<file path="config.mk">
export PLATFORM = sky130hd
export DESIGN_NAME = scroll_window
export DESIGN_NICKNAME = d
export VERILOG_FILES = /design/src/rtl/scroll_window.sv
export SDC_FILE = /design/constraint.sdc
export NUM_CORES = 1
export LEC_CHECK = 0
export ABC_AREA = 1
export CAP_MARGIN = 25
export CORE_AREA = 2 2 117 148
export CTS_BUF_LIST = sky130_fd_sc_hd__clkbuf_2
export CTS_CLUSTER_SIZE = 28
export DETAILED_ROUTE_END_ITERATION = 8
export DIE_AREA = 0 0 119 150
export PLACE_DENSITY = 0.57
export SKIP_LAST_GASP = 1
export SLEW_MARGIN = 10
export SYNTH_ARGS = -nofsm -noshare
export SYNTH_HDL_FRONTEND = slang
export SYNTH_SLANG_ARGS = --single-unit
</file>
<file path="constraint.sdc">
create_clock -name clk -period 7.3 [get_ports clk]
set_clock_uncertainty 0.2 [all_clocks]
set_input_delay 2.19 -clock clk [delete_from_list [all_inputs] [get_ports clk]]
set_output_delay 2.19 -clock clk [all_outputs]
set_load 0.005 [all_outputs]
</file>
<file path="src/rtl/scroll_window.sv">
// scroll_window: windowed view of a character buffer with home/follow/marquee/freeze scrolling.
//   clk, rst_n (async, active-low)
//   buf_data   : source text, char i at [i*CHAR_W +: CHAR_W]
//   cursor     : edit cursor index (clamped to BUF_CHARS-1)
//   mode       : 0 home, 1 follow, 2 marquee, 3 freeze
//   step_tick  : marquee advance strobe
//   win_data   : registered window, char j = buffer char base+j
//   win_base   : registered window base index
//   cur_off    : cursor - base when visible, else 0
//   cur_vis    : cursor lies inside the window
//   wrap_pulse : one-cycle pulse when the marquee returns to 0
module scroll_window #(
  parameter int CHAR_W    = 4,
  parameter int BUF_CHARS = 21,
  parameter int WIN_CHARS = 8,
  parameter int DWELL     = 2
) (
  input  logic                          clk,
  input  logic                          rst_n,
  input  logic [BUF_CHARS*CHAR_W-1:0]   buf_data,
  input  logic [$clog2(BUF_CHARS)-1:0]  cursor,
  input  logic [1:0]                    mode,
  input  logic                          step_tick,
  output logic [WIN_CHARS*CHAR_W-1:0]   win_data,
  output logic [$clog2(BUF_CHARS)-1:0]  win_base,
  output logic [$clog2(BUF_CHARS)-1:0]  cur_off,
  output logic                          cur_vis,
  output logic                          wrap_pulse
);
  localparam int IDX_W    = $clog2(BUF_CHARS);
  localparam int MAX_BASE = BUF_CHARS - WIN_CHARS;
  localparam int DW       = DWELL > 1 ? $clog2(DWELL) : 1;
  localparam int WIN_W    = WIN_CHARS * CHAR_W;
  localparam logic [IDX_W:0]  BUF_M1 = (IDX_W+1)'(BUF_CHARS - 1);
  localparam logic [IDX_W:0]  WIN_M1 = (IDX_W+1)'(WIN_CHARS - 1);
  localparam logic [IDX_W:0]  MAXB   = (IDX_W+1)'(MAX_BASE);
  localparam logic [DW-1:0]   DWL_M1 = DW'(DWELL > 0 ? DWELL - 1 : 0);

  typedef enum logic [2:0] {HOME, FOLLOW, MARQ_RUN, MARQ_DWELL, FROZEN} state_t;

  state_t             state_q, state_d, eff;
  logic [IDX_W-1:0]   base_q, base_d, cur_q, cc;
  logic [IDX_W:0]     cw, bw, cqw;
  logic [DW-1:0]      dwell_q, dwell_d;
  logic               wrap_d, vis;
  logic [WIN_W-1:0]   win_q;
  logic [IDX_W-1:0]   off_q;
  logic               vis_q, wrap_q;

  assign cc  = ({1'b0, cursor} > BUF_M1) ? BUF_M1[IDX_W-1:0] : cursor;
  assign cw  = {1'b0, cc};
  assign bw  = {1'b0, base_q};
  assign cqw = {1'b0, cur_q};
  assign vis = (cqw >= bw) && (cqw <= bw + WIN_M1);
  // Mode takes effect in the cycle it is seen, so the first cycle in a state already applies its rule.
  assign eff = mode == 2'd0 ? HOME : mode == 2'd1 ? FOLLOW : mode == 2'd3 ? FROZEN :
               (state_q == MARQ_DWELL ? MARQ_DWELL : MARQ_RUN);

  always_comb begin
    state_d = eff;
    base_d  = base_q;
    dwell_d = '0;
    wrap_d  = 1'b0;
    case (eff)
      HOME: base_d = '0;
      FOLLOW: begin
        if (cw > bw + WIN_M1) base_d = IDX_W'(cw - WIN_M1);
        else if (cw < bw) base_d = cc;
      end
      MARQ_RUN: begin
        // A buffer no wider than the window has nowhere to scroll.
        if (step_tick && MAX_BASE > 0) begin
          if (bw < MAXB) base_d = base_q + 1'b1;
          else if (DWELL > 0) state_d = MARQ_DWELL;
          else begin
            base_d = '0;
            wrap_d = 1'b1;
          end
        end
      end
      MARQ_DWELL: begin
        dwell_d = dwell_q;
        if (step_tick) begin
          if (dwell_q == DWL_M1) begin
            base_d  = '0;
            wrap_d  = 1'b1;
            state_d = MARQ_RUN;
            dwell_d = '0;
          end else dwell_d = dwell_q + 1'b1;
        end
      end
      default: ;
    endcase
  end

  always_ff @(posedge clk or negedge rst_n) begin
    if (!rst_n) begin
      state_q <= HOME;
      base_q  <= '0;
      dwell_q <= '0;
      cur_q   <= '0;
      win_q   <= '0;
      off_q   <= '0;
      vis_q   <= 1'b0;
      wrap_q  <= 1'b0;
    end else begin
      state_q <= state_d;
      base_q  <= base_d;
      dwell_q <= dwell_d;
      cur_q   <= cc;
      win_q   <= WIN_W'(buf_data >> (base_q * CHAR_W));
      off_q   <= vis ? IDX_W'(cqw - bw) : '0;
      vis_q   <= vis;
      wrap_q  <= wrap_d;
    end
  end

  assign win_data   = win_q;
  assign win_base   = base_q;
  assign cur_off    = off_q;
  assign cur_vis    = vis_q;
  assign wrap_pulse = wrap_q;
endmodule
</file>
==> flow_summary_export.csv, run 1 <==
group,metric,value,unit
clock_tree,htree_levels,2,
placed_design,globalplace.congestion,0.903,
floorplan,num_io_pins,138,
sta,tightest_slew,0.886,ns
floorplan,fp-row-count,53,
cells_and_area,drive_above_1_share,0.0447,
detailed_routing,drtIter0Drc,373,
worst_setup_path,critical_path_arrival,4.74,ns
yosys,yosysTopAreaCell,"nand2_1",
detailed_routing,routed_via_density,5.08,
worst_setup_path,max_stage_delay,0.57,ns
cells_and_area,syn_to_final_growth,24.1,%
yosys,syn_area,5650,um^2
global_routing,antenna_found_initial,0,
yosys,synthCells,936,
floorplan,initial_core_util,0.342,
yosys,seq_area_frac_synth,0.235,
sta,rsz0062_at_grt,"no",
detailed_routing,vias,6354,
yosys,syn-num-nets,1054,
clock_tree,cts_resized,0,
cells_and_area,antennaDiodeCount,0,
cells_and_area,finalInstanceArea,7020,um^2
placed_design,io_buffers,137,
global_routing,grt_pass1_vias,6229,
yosys,ys_top_cells_by_area,"nand2_1 (24%), dfrtp_1 (23%), nand3_1 (6.0%)",
detailed_routing,routed_wl,19900,um
worst_setup_path,crit_chain,"clkdlybuf4s50_1 -> o21ai_0 -> a21oi_1 -> nor2_1 -> inv_1 -> ha_1 -> and3_1 -> a21oi_4 -> nand2_4 -> nand2_4 -> nand2_4 -> inv_2 -> nor2_1 -> nor2_1",
floorplan,die_w,119,um
cells_and_area,nets,1147,
yosys,yosysWarnings,0,
worst_setup_path,critPathLaunchType,"input pin",
yosys,synth_area_per_cell,6.04,um^2
yosys,ys_ff_latch,53,
yosys,yosysMostFrequentCell,"nand2_1",
placed_design,dp_hpwl,14800,um
global_routing,grt-ovfl-total,0,
detailed_routing,drc,0,
yosys,ys_types,46,
power,p_leak,3.31,nW
clock_tree,cts_setup_buffers,0,
sta,hold_viol_final,0,
worst_hold_path,hold_path.class,"reg2reg",
clock_tree,clock_latency,0.45,ns
worst_setup_path,critPathLaunch,"cursor[4]",
floorplan,die_h,150,um
worst_setup_path,worstSetupPathType,"in2reg",
global_routing,grt_pass1_wl,32000,um
floorplan,die_area,17900,um^2
sta,finalMaxSlewViolations,0,
detailed_routing,drt_first_pass_iters,5,
sta,hold_ws,0.369,ns
worst_setup_path,crit_path_max_fanout,10,
yosys,synth-async-reset-ratio,1.00,
status,status,"finished clean",
power,power.density,418,nW/um^2
worst_setup_path,crit_path_top_delay_cell,"clkdlybuf4s50_1",
detailed_routing,ant_nets,0,
worst_setup_path,cp-end-kind,"flop",
global_routing,grt_max_degree,89,
sta,timing.fmax,220,MHz
floorplan,fp.coreArea,16500,um^2
clock_tree,clockBufferDepth,2,
sta,worst_slack,2.76,ns
clock_tree,clock-sinks,53,
job,maxCapViolations,0,
clock_tree,cts_hold_buf,0,
yosys,synth_common_cells,"nand2_1 (367), nand3_1 (68), inv_1 (60)",
clock_tree,cts_tree,"yes",
worst_setup_path,required,7.50,ns
detailed_routing,wl_per_cell,15.9,um
placed_design,preCtsSetupSlack,2.28,ns
yosys,synth_top_area_frac,0.244,
global_routing,grt_usage,0.227,
worst_setup_path,reg2reg_from,"win_base[2]",
sta,min_period_over_period,0.622,
cells_and_area,final_util,0.425,
power,max-vdd-ir-drop,0.197,mV
worst_hold_path,min_from,"dwell_q",
placed_design,place_area,6980,um^2
yosys,synth_edf_count,0,
clock_tree,cts.clk_slew.worst_paths,0.25,ns
clock_tree,cts_buffers,5,
sta,slew_headroom,0.408,
yosys,synth-main-ff-cell,"dfrtp_1",
clock_tree,root_buffer,"clkbuf_2",
sta,post-route-min-period,4.54,ns
sta,finalSetupViolCount,0,
sta,tns,0,ns
-- state kept, by name, indices dropped and copies added (netlist names) --
register,flops
cur_vis,1
state_q,3
win_base,5
cur_off,5
win_data,32
dwell_q,1
cur_q,5
wrap_pulse,1
-- metrics by stage --
step | total power, mW | instances
final | 2.93 | 1250
after global placement | 2.82 | 1241
after detailed placement | 2.82 | 1242
after CTS | 2.95 | 1250
after global routing | 3.25 | 1250
after floorplan | 2.12 | 936
-- power by group --
part           internal [mW]  switching (mW)
Sequential             0.419          0.0494
Combinational          0.844            1.50
Clock                 0.0241          0.0955
Total                   1.29            1.64
-- final cells by class --
cell class	count	area (um^2)
clock inverter	2	10.0
tap	220	275
fill	1808	9500
sequential	53	1330
inverter	66	255
timing repair buffer	145	1430
clock buffer	6	30.0
multi-input combinational	758	3690
-- critical path: cells and delay by family --
kind,cells,cell delay [ns]
AND/OR/NAND/NOR,7,0.96
AO/OA/AOI/OAI,3,0.55
adder cells (fa/ha/maj),1,0.28
buffers and inverters,3,0.76
-- logic make-up after synthesis --
logic type      after synthesis  synth area share
flops                        53             0.235
xor+xnor                      8            0.0124
compound gates              195             0.194
fa+ha+maj                    24            0.0545
buf+inv                     125             0.113
simple gates                531             0.392
-- final timing paths --
check / end / depth (start not counted) / slack (ns)
max: win_base[0] / 14 / 2.76
min: wrap_pulse / 2 / 0.37
max reg2reg: win_base[0] / 17 / 3.82
min reg2reg: wrap_pulse / 2 / 0.37
max in group asynchronous: win_base[0] / 2 / 4.79
min in group asynchronous: win_data[24] / 2 / 1.57
-- metal layers --
layer | vias to the layer above | wire, um | global-route usage
met5 | - | 0 | 0
met4 | 0 | 974 | 0.105
met3 | 50 | 660 | 0.0255
li1 | 3228 | - | -
met2 | 171 | 10400 | 0.427
met1 | 2905 | 7860 | 0.254
-- placed cells by master (no fill, tap or decap), types with 3 or more instances in the layout --
| cell type | instances |
|---|---|
| nand2_4 | 3 |
| o21ai_1 | 49 |
| nor2_1 | 58 |
| clkdlybuf4s50_1 | 136 |
| nand3_1 | 68 |
| a21oi_1 | 37 |
| nand4_1 | 5 |
| buf_4 | 7 |
| and2_1 | 6 |
| or2_0 | 4 |
| dfrtp_1 | 51 |
| inv_2 | 4 |
| xnor2_1 | 3 |
| o21bai_1 | 3 |
| xor2_1 | 5 |
| a31oi_1 | 15 |
| o21ai_2 | 5 |
| o21ai_0 | 57 |
| ha_1 | 23 |
| o211ai_1 | 11 |
| nand2_1 | 367 |
| or2_1 | 5 |
| clkbuf_2 | 6 |
| or2_2 | 3 |
| o22ai_1 | 9 |
| inv_1 | 60 |
| nor2_2 | 3 |
(Power assumes the default switching activity.)
==> run 2: changes to the inputs <==
==> constraint.sdc (replaced) <==
create_clock -name clk -period 4.4 [get_ports clk]
set_clock_uncertainty 0.2 [all_clocks]
set_input_delay 1.32 -clock clk [delete_from_list [all_inputs] [get_ports clk]]
set_output_delay 1.32 -clock clk [all_outputs]
set_load 0.005 [all_outputs]
==> flow_summary_export.csv, run 2 (synthesis gave the netlist of run 1 again) <==
group,metric,value,unit
cells_and_area,antennaDiodeCount,0,
power,p_clk_frac,0.041,
power,sequentialPowerShare,0.164,
detailed_routing,drc,0,
power,netSwitchingPower,2.73,mW
cells_and_area,nets,1154,
worst_setup_path,reg2reg_from,"win_base[1]",
worst_setup_path,critical_path_arrival,3.82,ns
global_routing,grt_max_degree,91,
worst_setup_path,required,4.60,ns
global_routing,grt_usage,0.227,
power,p_comb_frac,0.795,
floorplan,die_w,119,um
clock_tree,cts_tree,"yes",
worst_setup_path,worstSetupPathType,"in2reg",
power,total_power,4.89,mW
sta,min_period_over_period,0.823,
sta,hold_viol_final,0,
clock_tree,clock-sinks,53,
worst_setup_path,max_stage_delay,0.49,ns
power,internal_power,2.15,mW
cells_and_area,syn_to_final_growth,25.2,%
cells_and_area,largest_register_ffs,32,
sta,post-route-min-period,3.62,ns
detailed_routing,wl_per_cell,16.0,um
cells_and_area,drive_above_1_share,0.0511,
detailed_routing,drtIter0Drc,411,
worst_hold_path,hold_path.class,"reg2reg",
worst_setup_path,critPathLaunch,"cursor[3]",
clock_tree,cts_resized,0,
worst_setup_path,path_buf_inv,3,
power,power.density,690,nW/um^2
worst_setup_path,path_delay_family,"simple AND/OR/NAND/NOR gates",
worst_hold_path,min_from,"dwell_q",
placed_design,dp_hpwl,15100,um
power,swShare,0.559,
clock_tree,cts_buffers,5,
sta,timing.fmax,276,MHz
worst_setup_path,critPathLaunchType,"input pin",
clock_tree,clock_latency,0.46,ns
global_routing,antenna_found_initial,0,
sta,finalMaxSlewViolations,0,
detailed_routing,ant_nets,0,
cells_and_area,final_cell_mix,"nand2_1 (367), clkdlybuf4s50_1 (136), nand3_1 (68)",
clock_tree,cts.clk_slew.worst_paths,0.28,ns
worst_setup_path,cp-end-kind,"flop",
floorplan,fp-row-count,53,
worst_setup_path,crit_path_top_delay_cell,"clkdlybuf4s50_1",
sta,slew_headroom,0.409,
status,status,"finished clean",
global_routing,grt-ovfl-total,0,
placed_design,globalplace.congestion,0.893,
worst_setup_path,crit_path_max_fanout,8,
floorplan,die_h,150,um
detailed_routing,vias,6422,
global_routing,grt_pass1_wl,31900,um
sta,tightest_slew,0.887,ns
clock_tree,htree_levels,2,
clock_tree,cts_hold_buf,0,
cells_and_area,final_common_cell,"nand2_1",
job,maxCapViolations,0,
floorplan,fp.coreArea,16500,um^2
power,max-vdd-ir-drop,0.375,mV
placed_design,io_buffers,137,
worst_setup_path,crit_chain,"clkdlybuf4s50_1 -> o21ai_0 -> a21oi_1 -> nor2_1 -> inv_1 -> ha_1 -> and3_1 -> a21oi_4 -> nand2_4 -> nand2_4 -> nand2_4 -> inv_2 -> nor2_1 -> nor2_1",
sta,tns,0,ns
floorplan,num_io_pins,138,
floorplan,initial_core_util,0.342,
detailed_routing,routed_via_density,5.11,
sta,finalSetupViolCount,0,
global_routing,grt_pass1_vias,6336,
clock_tree,root_buffer,"clkbuf_2",
clock_tree,cts_setup_buffers,0,
detailed_routing,drt_first_pass_iters,5,
sta,rsz0062_at_grt,"no",
floorplan,die_area,17900,um^2
detailed_routing,routed_wl,20200,um
clock_tree,clockBufferDepth,2,
power,p_leak,3.35,nW
[run 2: cell types whose count changed in the layout (fill, tap and decap cells not counted), sizes merged]
cell | before | now
buf | 9 | 16
[run 2: layout make-up]
class,count,area (um^2)
Timing Repair Buffer,152,1490
Tap cell,220,275
Clock buffer,6,30.0
Sequential cell,53,1330
Inverter,66,255
Fill cell,1779,9440
Multi-Input combinational cell,758,3690
Clock inverter,2,10.0
[run 2: final timing paths]
check	endpoint	slack, ns	cells after the start
min	wrap_pulse	0.38	2
max in group asynchronous	cur_q[0]	2.89	3
max	win_base[0]	0.78	14
max reg2reg	win_base[0]	1.44	13
min reg2reg	wrap_pulse	0.38	2
min in group asynchronous	win_data[4]	0.46	1
[run 2: power groups by stage]
stage          registers, mW  clock network, mW  logic, mW
5_1_grt                0.825              0.227       4.37
6_report               0.799              0.201       3.89
3_5_place_dp           0.815                  0       3.88
3_3_place_gp           0.818                  0       3.88
2_1_floorplan          0.794                  0       2.73
4_1_cts                0.805              0.212       3.89
[run 2: layer usage]
metal,vias to the layer above,part of all wire,track usage
met5,-,0,0
met4,0,0.062,0.129
met3,64,0.033,0.0259
met2,176,0.52,0.431
met1,2936,0.38,0.241
li1,3246,-,-
[run 2: through the flow]
stage	setup WS, ns	cells	utilization	hold slack (ns)	cell area, um^2
after floorplan	1.12	936	-	0.316	5650
after global placement	0.338	1247	0.424	0.338	7010
after detailed placement	0.290	1247	0.424	0.346	7010
after CTS	0.807	1255	0.427	0.378	7050
after global routing	0.567	1257	0.429	0.418	7080
final	0.780	1257	0.429	0.376	7080
[run 2: worst register-to-register path, cell delays in order (launching register included)]
cell     delay [ns]
dfrtp_2        0.50
inv_2          0.36
ha_1           0.27
a21oi_1        0.08
xor2_1         0.26
ha_1           0.30
and3_1         0.18
a21oi_4        0.26
nand2_4        0.10
nand2_4        0.10
nand2_4        0.06
inv_2          0.08
nor2_1         0.04
nor2_1         0.12
